$ cat src/rtl/mips_pkg.sv
// Shared MIPS front-end definitions: default widths, boot vector and the
// {pc, inst} record handed from fetch to decode.
package mips_pkg;

  localparam int ADDR_W = 32;
  localparam int INST_W = 32;

  // Boot ROM vector; first fetch after reset.
  localparam logic [ADDR_W-1:0] RESET_PC = 32'hBFC0_0000;

  typedef struct packed {
    logic [ADDR_W-1:0] pc;
    logic [INST_W-1:0] inst;
  } fetch_entry_t;

endpackage

$ cat src/rtl/inst_fetch_queue_if.sv
// Fetch-queue bus bundle: redirect input, inst SRAM read port and the
// valid/ready instruction stream towards decode.
// master = fetch queue side, slave = environment (core / SRAM) side.
interface inst_fetch_queue_if
  import mips_pkg::*;
#(
  parameter int ADDR_W = mips_pkg::ADDR_W,
  parameter int DATA_W = mips_pkg::INST_W
);

  logic              redirect_valid;
  logic [ADDR_W-1:0] redirect_pc;
  logic              out_valid;
  logic              out_ready;
  logic [ADDR_W-1:0] out_pc;
  logic [DATA_W-1:0] out_inst;
  logic              inst_sram_en;
  logic [ADDR_W-1:0] inst_sram_addr;
  logic [DATA_W-1:0] inst_sram_rdata;

  modport master (
    input  redirect_valid, redirect_pc, out_ready, inst_sram_rdata,
    output out_valid, out_pc, out_inst, inst_sram_en, inst_sram_addr
  );

  modport slave (
    output redirect_valid, redirect_pc, out_ready, inst_sram_rdata,
    input  out_valid, out_pc, out_inst, inst_sram_en, inst_sram_addr
  );

endinterface

$ cat src/rtl/fetch_fifo.sv
// Synchronous FIFO holding fetched {pc, inst} entries.
// Head is read straight from the storage array so out_valid/out_pc/out_inst
// depend only on registered state. clear empties the queue on the same edge.
module fetch_fifo
  import mips_pkg::*;
#(
  parameter int WIDTH = 64,
  parameter int DEPTH = 4,
  localparam int CNT_W = $clog2(DEPTH + 1)
) (
  input  logic             clk,
  input  logic             resetn,
  input  logic             clear,
  input  logic             wr_en,
  input  logic [WIDTH-1:0] wr_data,
  input  logic             rd_en,
  output logic [WIDTH-1:0] rd_data,
  output logic             empty,
  output logic [CNT_W-1:0] count
);

  localparam int PTR_W = $clog2(DEPTH);

  logic [WIDTH-1:0] mem [DEPTH];
  logic [PTR_W-1:0] wr_ptr_reg;
  logic [PTR_W-1:0] rd_ptr_reg;
  logic [CNT_W-1:0] count_reg;
  logic             full;
  logic             do_rd;

  // Pointers wrap explicitly so DEPTH need not be a power of two.
  function automatic logic [PTR_W-1:0] ptr_inc(input logic [PTR_W-1:0] p);
    return (p == PTR_W'(DEPTH - 1)) ? '0 : p + PTR_W'(1);
  endfunction

  assign empty   = (count_reg == '0);
  assign full    = (count_reg == CNT_W'(DEPTH));
  assign do_rd   = rd_en & ~empty;
  assign count   = count_reg;
  assign rd_data = mem[rd_ptr_reg];

  // Pointer and occupancy bookkeeping; clear beats any same-cycle push/pop.
  always_ff @(posedge clk or negedge resetn) begin
    if (!resetn) begin
      wr_ptr_reg <= '0;
      rd_ptr_reg <= '0;
      count_reg  <= '0;
    end else if (clear) begin
      wr_ptr_reg <= '0;
      rd_ptr_reg <= '0;
      count_reg  <= '0;
    end else begin
      if (wr_en) begin
        wr_ptr_reg <= ptr_inc(wr_ptr_reg);
      end
      if (do_rd) begin
        rd_ptr_reg <= ptr_inc(rd_ptr_reg);
      end
      count_reg <= count_reg + CNT_W'(wr_en) - CNT_W'(do_rd);
    end
  end

  // Storage array; contents need no reset because count gates visibility.
  always_ff @(posedge clk) begin
    if (wr_en && !clear) begin
      mem[wr_ptr_reg] <= wr_data;
    end
  end

  // Upstream credit accounting must never let a response hit a full queue.
  no_write_when_full: assert property (@(posedge clk) disable iff (!resetn)
    !(wr_en && full && !clear));

endmodule

$ cat src/rtl/inst_fetch_queue.sv
// Instruction-fetch front end: issues sequential word reads to a
// fixed-latency inst SRAM, tracks them through a SRAM_LAT-deep shift
// register and queues returned words with their PC for decode.
// A redirect restarts fetch at the new PC in the same cycle and drops
// everything queued or in flight.
module inst_fetch_queue
  import mips_pkg::*;
#(
  parameter int ADDR_W   = mips_pkg::ADDR_W,
  parameter int DATA_W   = mips_pkg::INST_W,
  parameter int DEPTH    = 4,
  parameter int SRAM_LAT = 1,
  parameter logic [ADDR_W-1:0] RESET_PC = mips_pkg::RESET_PC
) (
  input logic                clk,
  input logic                resetn,
  inst_fetch_queue_if.master bus
);

  localparam int FCNT_W = $clog2(DEPTH + 1);
  localparam int CNT_W  = $clog2(DEPTH + SRAM_LAT + 1);
  localparam int ENT_W  = ADDR_W + DATA_W;
  localparam logic [ADDR_W-1:0] WORD_MASK = {{(ADDR_W-2){1'b1}}, 2'b00};

  logic [ADDR_W-1:0]   fetch_pc_reg;
  logic [ADDR_W-1:0]   fetch_pc_next;
  logic [ADDR_W-1:0]   fetch_addr;
  logic                issue;
  logic                credit_ok;
  logic [SRAM_LAT-1:0] stage_valid_reg;
  logic [SRAM_LAT-1:0] stage_valid_next;
  logic [ADDR_W-1:0]   stage_pc_reg [SRAM_LAT];
  logic [CNT_W-1:0]    inflight_count;
  logic [FCNT_W-1:0]   fifo_count;
  logic                fifo_empty;
  logic                fifo_wr;
  logic                fifo_rd;
  logic [ENT_W-1:0]    fifo_wr_data;
  logic [ENT_W-1:0]    fifo_rd_data;

  // Number of reads still travelling through the SRAM pipeline.
  always_comb begin
    inflight_count = '0;
    for (int i = 0; i < SRAM_LAT; i++) begin
      inflight_count = inflight_count + CNT_W'(stage_valid_reg[i]);
    end
  end

  // Issue only when every outstanding read has a guaranteed FIFO slot;
  // a pop this cycle is not counted, which keeps the credit check registered-only.
  always_comb begin
    credit_ok     = (CNT_W'(fifo_count) + inflight_count) < CNT_W'(DEPTH);
    issue         = resetn & (credit_ok | bus.redirect_valid);
    fetch_addr    = bus.redirect_valid ? (bus.redirect_pc & WORD_MASK) : fetch_pc_reg;
    fetch_pc_next = issue ? (fetch_addr + ADDR_W'(4)) : fetch_pc_reg;
  end

  // Tracker valid bits: stage 0 takes this cycle's issue (including the
  // redirect target); older stages are killed by a redirect.
  assign stage_valid_next[0] = issue;
  for (genvar gi = 1; gi < SRAM_LAT; gi++) begin : g_stage
    assign stage_valid_next[gi] = stage_valid_reg[gi-1] & ~bus.redirect_valid;
  end

  // Fetch PC and tracker valid bits.
  always_ff @(posedge clk or negedge resetn) begin
    if (!resetn) begin
      fetch_pc_reg    <= RESET_PC;
      stage_valid_reg <= '0;
    end else begin
      fetch_pc_reg    <= fetch_pc_next;
      stage_valid_reg <= stage_valid_next;
    end
  end

  // Tracker PCs shift alongside the valid bits; meaningful only where valid.
  always_ff @(posedge clk) begin
    stage_pc_reg[0] <= fetch_addr;
    for (int i = 1; i < SRAM_LAT; i++) begin
      stage_pc_reg[i] <= stage_pc_reg[i-1];
    end
  end

  // Response arriving for the oldest tracker stage; dropped on redirect.
  assign fifo_wr      = stage_valid_reg[SRAM_LAT-1] & ~bus.redirect_valid;
  assign fifo_wr_data = {stage_pc_reg[SRAM_LAT-1], bus.inst_sram_rdata};
  assign fifo_rd      = ~fifo_empty & bus.out_ready;

  fetch_fifo #(
    .WIDTH (ENT_W),
    .DEPTH (DEPTH)
  ) u_fetch_fifo (
    .clk     (clk),
    .resetn  (resetn),
    .clear   (bus.redirect_valid),
    .wr_en   (fifo_wr),
    .wr_data (fifo_wr_data),
    .rd_en   (fifo_rd),
    .rd_data (fifo_rd_data),
    .empty   (fifo_empty),
    .count   (fifo_count)
  );

  assign bus.out_valid      = ~fifo_empty;
  assign bus.out_pc         = fifo_rd_data[ENT_W-1:DATA_W];
  assign bus.out_inst       = fifo_rd_data[DATA_W-1:0];
  assign bus.inst_sram_en   = issue;
  assign bus.inst_sram_addr = fetch_addr;

endmodule

$ cat src/flat_wrapper.sv
// flat-port wrapper written by rule: the top's interface ports become plain ports
module inst_fetch_queue_flat import mips_pkg::*;
#(
  parameter int ADDR_W   = mips_pkg::ADDR_W,
  parameter int DATA_W   = mips_pkg::INST_W,
  parameter int DEPTH    = 4,
  parameter int SRAM_LAT = 1,
  parameter logic [ADDR_W-1:0] RESET_PC = mips_pkg::RESET_PC
)
  (clk, resetn, bus_redirect_valid, bus_redirect_pc, bus_out_ready, bus_inst_sram_rdata, bus_out_valid, bus_out_pc, bus_out_inst, bus_inst_sram_en, bus_inst_sram_addr);
  inst_fetch_queue_if #(.ADDR_W(ADDR_W), .DATA_W(DATA_W)) bus_i ();
  input logic clk;
  input logic resetn;
  input wire logic [$bits(bus_i.redirect_valid)-1:0] bus_redirect_valid;
  input wire logic [$bits(bus_i.redirect_pc)-1:0] bus_redirect_pc;
  input wire logic [$bits(bus_i.out_ready)-1:0] bus_out_ready;
  input wire logic [$bits(bus_i.inst_sram_rdata)-1:0] bus_inst_sram_rdata;
  output wire logic [$bits(bus_i.out_valid)-1:0] bus_out_valid;
  output wire logic [$bits(bus_i.out_pc)-1:0] bus_out_pc;
  output wire logic [$bits(bus_i.out_inst)-1:0] bus_out_inst;
  output wire logic [$bits(bus_i.inst_sram_en)-1:0] bus_inst_sram_en;
  output wire logic [$bits(bus_i.inst_sram_addr)-1:0] bus_inst_sram_addr;
  assign bus_i.redirect_valid = bus_redirect_valid;
  assign bus_i.redirect_pc = bus_redirect_pc;
  assign bus_i.out_ready = bus_out_ready;
  assign bus_i.inst_sram_rdata = bus_inst_sram_rdata;
  assign bus_out_valid = bus_i.out_valid;
  assign bus_out_pc = bus_i.out_pc;
  assign bus_out_inst = bus_i.out_inst;
  assign bus_inst_sram_en = bus_i.inst_sram_en;
  assign bus_inst_sram_addr = bus_i.inst_sram_addr;
  inst_fetch_queue #(.ADDR_W(ADDR_W), .DATA_W(DATA_W), .DEPTH(DEPTH), .SRAM_LAT(SRAM_LAT), .RESET_PC(RESET_PC)) u_core (.clk(clk), .resetn(resetn), .bus(bus_i));
endmodule
$ cat config.mk
export PLATFORM = sky130hd
export DESIGN_NAME = inst_fetch_queue_flat
export DESIGN_NICKNAME = d
export VERILOG_FILES = /design/src/rtl/mips_pkg.sv /design/src/rtl/inst_fetch_queue_if.sv /design/src/rtl/fetch_fifo.sv /design/src/rtl/inst_fetch_queue.sv /design/src/flat_wrapper.sv
export SDC_FILE = /design/constraint.sdc
export NUM_CORES = 1
export LEC_CHECK = 0
export ABC_CLOCK_PERIOD_IN_PS = 8100
export BUFFER_PORTS_ARGS = -buffer_cell sky130_fd_sc_hd__buf_2
export CORE_UTILIZATION = 62
export CTS_CLUSTER_SIZE = 14
export DETAILED_ROUTE_END_ITERATION = 8
export GPL_TIMING_DRIVEN = 0
export PLACE_DENSITY = 0.85
export RECOVER_POWER = 25
export SLEW_MARGIN = 20
export SYNTH_ARGS = -nofsm -noshare
export SYNTH_HDL_FRONTEND = slang
export SYNTH_SLANG_ARGS = --single-unit
$ cat constraint.sdc
create_clock -name clk -period 8.1 [get_ports clk]
set_input_delay 1.215 -clock clk [delete_from_list [all_inputs] [get_ports clk]]
set_output_delay 1.215 -clock clk [all_outputs]
set_load 0.05 [all_outputs]
==> out/results.tsv <==
stage	metric	value	unit
outcome	status	complete, no violations	
clocking	setup repair bufs after CTS	0	
grt	global-route wire length before repair	42800	um
worst_setup_path	Startpoint Class	input pin	
synthesis	top cell type's share of synthesized area	60.4	%
synthesis	ys flop type	edfxtp_1	
pwr	peak supply drop	0.000204	V
clocking	CTS tree	built	
worst_setup_path	Worst R2R Start	u_core.u_fetch_fifo.count[1]$_DFF_PN0_	
route	routed len/inst	23.1	um
worst_setup_path	Worst setup EP type	primary output	
place	Inst Count DP	1126	
grt	largest net degree at the start of global routing	44	
floorplanning	DIE WIDTH	145	um
min_path	Worst Hold End	u_core.u_fetch_fifo.mem[3][56]$_DFFE_PP_	
timing	final slew viol count	0	
layout	Largest register FFs	256	
worst_setup_path	required time worst endpoint	6.88	ns
clocking	Longest Clk Path Bufs	3	
timing	final worst slack	3.69	ns
route	vias	7161	
synthesis	Syn Area/Cell	18.5	sq um
layout	Ant. Diodes	0	
min_path	Hold Crit Depth	0	
pwr	Leakage	5.39	nW
place	DP Area	14000	sq um
route	drt total wl	27300	um
clocking	cts bufs inserted	31	
worst_setup_path	cell breakdown of the critical path	buf_4, o21ai_0, inv_1, clkbuf_1, buf_2	
synthesis	top post-synthesis cells by area	edfxtp_1 60%, mux4_2 11%, dfrtp_1 6.1%, dfxtp_1 5.0%, dfstp_2 1.9%	
floorplanning	FP Rows	52	
worst_setup_path	Data arrival, critical path	3.20	ns
worst_setup_path	Reg2Reg Setup Slack	5.61	ns
clocking	Skew-Pair Late Insertion Delay	0.54	ns
timing	Tcrit/Tclk final	54.5	%
clocking	CTS root buffer	clkbuf_16	
layout	fin nets	966	
synthesis	Yosys cell types	53	
worst_setup_path	largest stage delay on the critical path	0.61	ns
grt	GR Overflow Total	0	
route	drt initial violations	463	
timing	Final Hold Viols	0	
pwr	Total Power	4.84	mW
worst_setup_path	Setup CP Type	input pin to primary output	
clocking	H-tree Lvls	1	
layout	Layout Utilization	74.3	%
timing	final hold slack	0.474	ns
floorplanning	Initial Utilization	63.1	%
worst_setup_path	R2R cell count	8	
layout	fraction of layout cells with a size suffix above 1	35.3	%
synthesis	yosys warns	0	
floorplanning	full die area	21100	sq um
min_path	Hold Crit Class	flop to flop	
pwr	pwr dens	323	nW/um^2
clocking	# hold bufs at CTS	0	
timing	achievable frequency	227	MHz
timing	worst-margin pin slew	0.914	ns
timing	slew margin rel.	39.0	%
synthesis	EDFF count, synth	256	
layout	Finished Layout Cells	1183	
route	Antenna Nets Post-Route	0	
route	vias per cell	6.05	
layout	P&R area growth vs syn	17.8	%
clocking	Reg clk slew, reported paths	0.06	ns
synthesis	Syn Nets	767	
synthesis	Async S/R FF share, synth	12.2	%
synthesis	Synth Instances	690	
worst_setup_path	peak fanout along the critical path	43	
route	DRC violations left	0	
job	maximum capacitance violations	0	
min_path	hold wc startpoint	u_core.stage_pc_reg[0][24]$_DFF_P_	
place	IO buf count	162	
layout	finished layout cell area	15000	sq um
route	TritonRoute pass-1 iters	5	
timing	final setup violation count	0	
timing	Setup TNS Final	0	ns
timing	RSZ-0062 raised after global routing	false	
worst_setup_path	Crit-path slowest cell	clkbuf_1	
synthesis	leading area contributor after synthesis	edfxtp_1	
clocking	clock sinks	328	
clocking	Post-CTS Resized	0	
grt	vias in the first global route	7381	
grt	initial antenna violation count	0	
synthesis	synthesized cell area	12700	sq um
timing	min cycle time layout	4.41	ns
floorplanning	core area	20200	sq um
synthesis	Seq/Total Area, Yosys	73.4	%
place	Place WS	3.30	ns
floorplanning	Ports	166	
grt	Tot GR Track Use	27.0	%
synthesis	Synth Register Bits	328	
place	Routability Congestion	0.917	
worst_setup_path	r2r endpoint	u_core.fetch_pc_reg[24]$_DFFE_PN1P_	
timing	final setup skew	0.0149	ns
floorplanning	Die H	145	um
place	post-DP HPWL	17000	um
==> where the power goes <==
group	internal, mW	total (mW)	leakage (nW)	switching [mW]
Combinational	0.384	1.28	1.78	0.900
Sequential	2.01	2.12	3.09	0.108
Clock	0.846	1.44	0.515	0.591
Total	3.24	4.84	5.39	1.60
==> worst max path at each step <==
stage | depth (start not counted) | endpoint | slack (ns) | from
3_3_place_gp | 6 | u_core.u_fetch_fifo.mem[1][37]$_DFFE_PP_ | 2.78 | bus_redirect_valid
2_1_floorplan | 6 | u_core.u_fetch_fifo.mem[0][0]$_DFFE_PP_ | 4.09 | bus_redirect_valid
4_1_cts | 5 | bus_inst_sram_en | 3.25 | resetn
3_5_place_dp | 5 | bus_inst_sram_en | 3.30 | resetn
5_1_grt | 5 | bus_inst_sram_en | 3.51 | resetn
6_report | 5 | bus_inst_sram_en | 3.69 | resetn
==> cells in the final DEF (no fill, tap or decap), types with 15 or more instances in the layout <==
master / netlist / layout
edfxtp_1: 256 / 256
buf_2: 13 / 159
mux4_2: 64 / 64
nand2_1: 49 / 49
clkbuf_1: 12 / 33
clkbuf_16: 0 / 33
dfxtp_1: 32 / 32
dfrtp_1: 31 / 31
nand3_1: 25 / 25
mux2_2: 21 / 21
o21ai_0: 21 / 21
inv_1: 15 / 15
nand4_1: 15 / 15
==> cell usage after synthesis, drive strengths merged, types with 9 or more instances <==
cell	instances
xnor2	11
inv	15
o21ai	21
mux2	22
buf	20
clkbuf	12
dfstp	9
mux2i	10
nand4	16
edfxtp	256
nand3	26
dfrtp	31
mux4	64
dfxtp	32
nand2	49
==> layer usage <==
| layer | wire (um) | vias to the layer above | GRT usage [%] |
|---|---|---|---|
| met5 | 0 | - | 0 |
| met4 | 616 | 0 | 8.47 |
| met3 | 2090 | 48 | 3.74 |
| met2 | 13400 | 370 | 44.3 |
| met1 | 11200 | 3599 | 38.3 |
| li1 | - | 3144 | - |
==> logic make-up after synthesis <==
| group | share of synthesized area (%) |
|---|---|
| muxes | 14.1 |
| DFF | 73.4 |
| AOI/OAI and AO/OA | 2.98 |
| xor gates and xnor gates | 1.24 |
| and+or+nand+nor | 5.81 |
| buffers and inverters | 1.63 |
| adders and majority gates | 0.943 |
==> area by class of cell <==
cell class	count	area (sq um)
clock buffer	47	958
inverter	15	56.3
sequential	328	9340
clock inverter	10	81.3
tap	270	338
multi-input combinational	315	3200
timing repair buffer	166	875
fill	1231	5170
buffer	32	151
==> critical path: cells and delay by family <==
| family | cells | cell delay [ns] |
|---|---|---|
| buffers and inverters | 4 | 1.62 |
| AOI/OAI and AO/OA | 1 | 0.32 |
Note: power is estimated with default switching activity, not from simulation.
